[config.mk]
export PLATFORM = sky130hd
export DESIGN_NAME = prbs_err_counter
export DESIGN_NICKNAME = d
export VERILOG_FILES = /design/src/rtl/prbs_err_counter.sv
export SDC_FILE = /design/constraint.sdc
export NUM_CORES = 1
export LEC_CHECK = 0
export ABC_AREA = 1
export CAP_MARGIN = 30
export CELL_PAD_IN_SITES_DETAIL_PLACEMENT = 1
export CELL_PAD_IN_SITES_GLOBAL_PLACEMENT = 2
export CORE_UTILIZATION = 25
export CTS_CLUSTER_SIZE = 16
export DETAILED_ROUTE_END_ITERATION = 16
export PLACE_DENSITY_LB_ADDON = 0.1
export SLEW_MARGIN = 15
export SYNTH_ARGS = -nofsm -noshare
export SYNTH_HDL_FRONTEND = slang
export SYNTH_SLANG_ARGS = --single-unit
export TNS_END_PERCENT = 1
[constraint.sdc]
create_clock -name clk -period 1.4 [get_ports clk]
set_input_delay 0.35 -clock clk [delete_from_list [all_inputs] [get_ports clk]]
set_output_delay 0.35 -clock clk [all_outputs]
set_load 0.005 [all_outputs]
[src/rtl/prbs_err_counter.sv]
// Saturating word-error counter; clear beats increment, reset beats both.
module prbs_err_counter #(
  parameter int ERR_W = 16
) (
  input  logic             clk,
  input  logic             rst,
  input  logic             clear_n,
  input  logic             inc,
  output logic [ERR_W-1:0] count
);

  always_ff @(posedge clk) begin
    if (rst)
      count <= '0;
    else if (!clear_n)
      count <= '0;
    else if (inc && (count != '1))
      count <= count + ERR_W'(1);
  end

endmodule

==> impl_metrics.json <==
{
  "antenna_found_initial": 0,
  "startpoint_type": "flip-flop",
  "routedWlPerCell_um": 13.17,
  "die_h_um": 62.36,
  "slew_headroom_pct": 83.76,
  "cts_root_buffer": "clkbuf_4",
  "ys.warnings.count": 0,
  "num_rows": 21,
  "synth_ff_type": "dfxtp_1",
  "ant_nets": 0,
  "ios": 20,
  "tightest_slew_ns": 0.2429,
  "synth-seq-cells": 16,
  "core_area_mm2": 0.003416,
  "synth_top_area_cell": "dfxtp_1",
  "multiInputGateArea_um2": 633.1,
  "clkLatencyLatePin_ns": 0.30,
  "yosysMostFrequentCell": "nor2_1",
  "ys_seq_area_share_pct": 35.16,
  "drv_cap": 0,
  "failed_checks": "negative setup slack",
  "finalMaxSlewViolations": 0,
  "endpoint_kind": "flip-flop",
  "setup_viol_count_final": 7,
  "syn_nets": 158,
  "yosys-top-cells-count": "nor2_1 (42), nand2_1 (40), dfxtp_1 (16)",
  "critical_path_arrival_ns": 1.62,
  "grt_usage_pct": 16.91,
  "fin_crit_sh_pct": 101.1,
  "clk_pin_slew_ns": 0.10,
  "place.gp.congestion": 0.7858,
  "synth_top_area_share_pct": 35.16,
  "synth_cell_types": 14,
  "htreeDepth": 1,
  "synth-edff-count": 0,
  "run_status": "finished, violations left",
  "grt_pass1_wl_mm": 5.133,
  "period_minus_slack_ns": 1.415,
  "cts-buffers-inserted": 3,
  "register_area_um2": 355.3,
  "drc": 0,
  "drive_above_1_share_pct": 34.76,
  "grt_pass1_vias": 1126,
  "cts_sinks": 16,
  "cts_max_path_buffers": 2,
  "reg_top3": "count: 16 flops",
  "totalWireLength_mm": 3.068,
  "rsz0062_at_grt": "yes",
  "vias": 1083,
  "power_density_mw_per_mm2": 544.3,
  "netlist_area_um2": 910.9,
  "instances_no_fill": 233,
  "synthArstFlopShare_pct": 0,
  "pre_cts_ws_ns": -0.2869,
  "dieArea_mm2": 0.003889,
  "syn_area_per_cell_um2": 5.953,
  "tritoncts": "built",
  "critPathKind": "reg2reg",
  "required_ns": 1.60,
  "hold_path.class": "reg2reg",
  "avgViaCountPerCell": 4.648,
  "grt_overflow": 0,
  "first_pass_iters": 4,
  "leakagePower_nw": 0.5380,
  "critical_path.max_fanout": 7,
  "area_delta_synth_final_pct": 55.08,
  "whs_ns": 0.5164,
  "peakVddDrop_mv": 0.2440,
  "die_w_um": 62.36,
  "yosys-top-cells-area": "dfxtp_1 (35%), nor2_1 (17%), nand2_1 (16%), nand3_1 (7.1%), a21oi_1 (6.6%)",
  "placement.io_buffers": 19,
  "fillCellCount": 460,
  "synthCells": 153,
  "largest_register_ffs": 16,
  "start_util_pct": 26.67,
  "hold_viol": 0,
  "drtIter0Drc": 20,
  "dpl.cell_count": 227,
  "antenna_cells": 0,
  "grt_max_degree": 15,
  "clock_skew_ns": 0.001255,
  "setup_ws_ns": -0.01517,
  "fin_nets": 194,
  "max_freq_ghz": 0.7066,
  "place_hpwl_mm": 2.292,
  "regMostFlops": "count"
}
==> metal layers <==
metal  up-vias  share of wire [%]  track usage (%)  wire, um
li1        559                  -                -         -
met1       503                 47            20.74      1444
met2        16                 48            29.26      1483
met3         5                2.7            2.022        84
met4         0                1.8            7.849        56
met5         -                  0                0         0
==> critical path: stages (launching register included) <==
cell and delay [ns]:
dfxtp_4 0.38, nand2_1 0.13, nor2_4 0.16, nand4_1 0.24
buf_6 0.24, a21oi_2 0.13, nor2_1 0.04
==> logic make-up after synthesis <==
| group | share of synthesized area [%] |
|---|---|
| flip-flops | 35.17 |
| buffers and inverters | 6.593 |
| AO/OA/AOI/OAI | 8.790 |
| adder cells (fa/ha/maj) | 1.373 |
| AND/OR/NAND/NOR | 48.08 |
==> where the power goes <==
part / switching [mW] / internal [mW] / total (mW) / leakage (nW)
sequential: 0.00264 / 0.446 / 0.449 / 0.139
clock: 0.158 / 0.100 / 0.259 / 0.0138
combinational: 0.0304 / 0.0312 / 0.0616 / 0.385
==> layout make-up <==
cell class | instances | area share, %
clock buffers | 3 | 1.594
inverters | 12 | 3.366
multi-input cells | 122 | 44.82
flip-flops and latches | 16 | 25.16
well taps | 46 | 4.074
repair buffers | 34 | 20.99
==> cell usage in the layout (no fill, tap or decap) <==
cell type	count
inv_4	1
o21ai_2	1
nor2_1	33
dfxtp_4	6
o21ai_0	3
buf_6	3
nor2_4	2
inv_2	1
nor2_2	10
nand2_1	37
ha_4	1
buf_4	12
nand3_2	4
nand3_1	9
dfxtp_2	10
clkbuf_4	3
nand3b_1	2
inv_1	10
a21oi_1	5
nand4_1	4
nand2_2	4
a21oi_2	7
clkdlybuf4s50_1	3
clkdlybuf4s15_1	2
dlygate4sd2_1	14
==> metrics by stage <==
step	TNS, ns	utilization [%]	cell area, um^2	power, mW
2_1_floorplan	0	-	910.9	0.4945
3_3_place_gp	-2.328	36.12	1234	0.5277
3_5_place_dp	-2.694	36.12	1234	0.5298
4_1_cts	0	37.40	1277	0.7809
5_1_grt	-1.364	41.36	1413	0.8156
6_report	-0.05249	41.36	1413	0.7689
==> timing repair <==
item,4_1_cts,5_1_grt
gates cloned,0,1
hold buffers,0,0
endpoints found under the setup margin,27,18
buffers inserted,0,2
pin swaps,1,8
resized for setup,40,36
==> worst paths after layout <==
check / start / to / slack (ns) / cells past startpoint
max: count[2] / count[15] / -0.02 / 6
min: count[14] / count[14] / 0.52 / 2
max reg2reg: count[2] / count[15] / -0.02 / 6
min reg2reg: count[14] / count[14] / 0.52 / 2
Power figures use the tool's default switching activity.
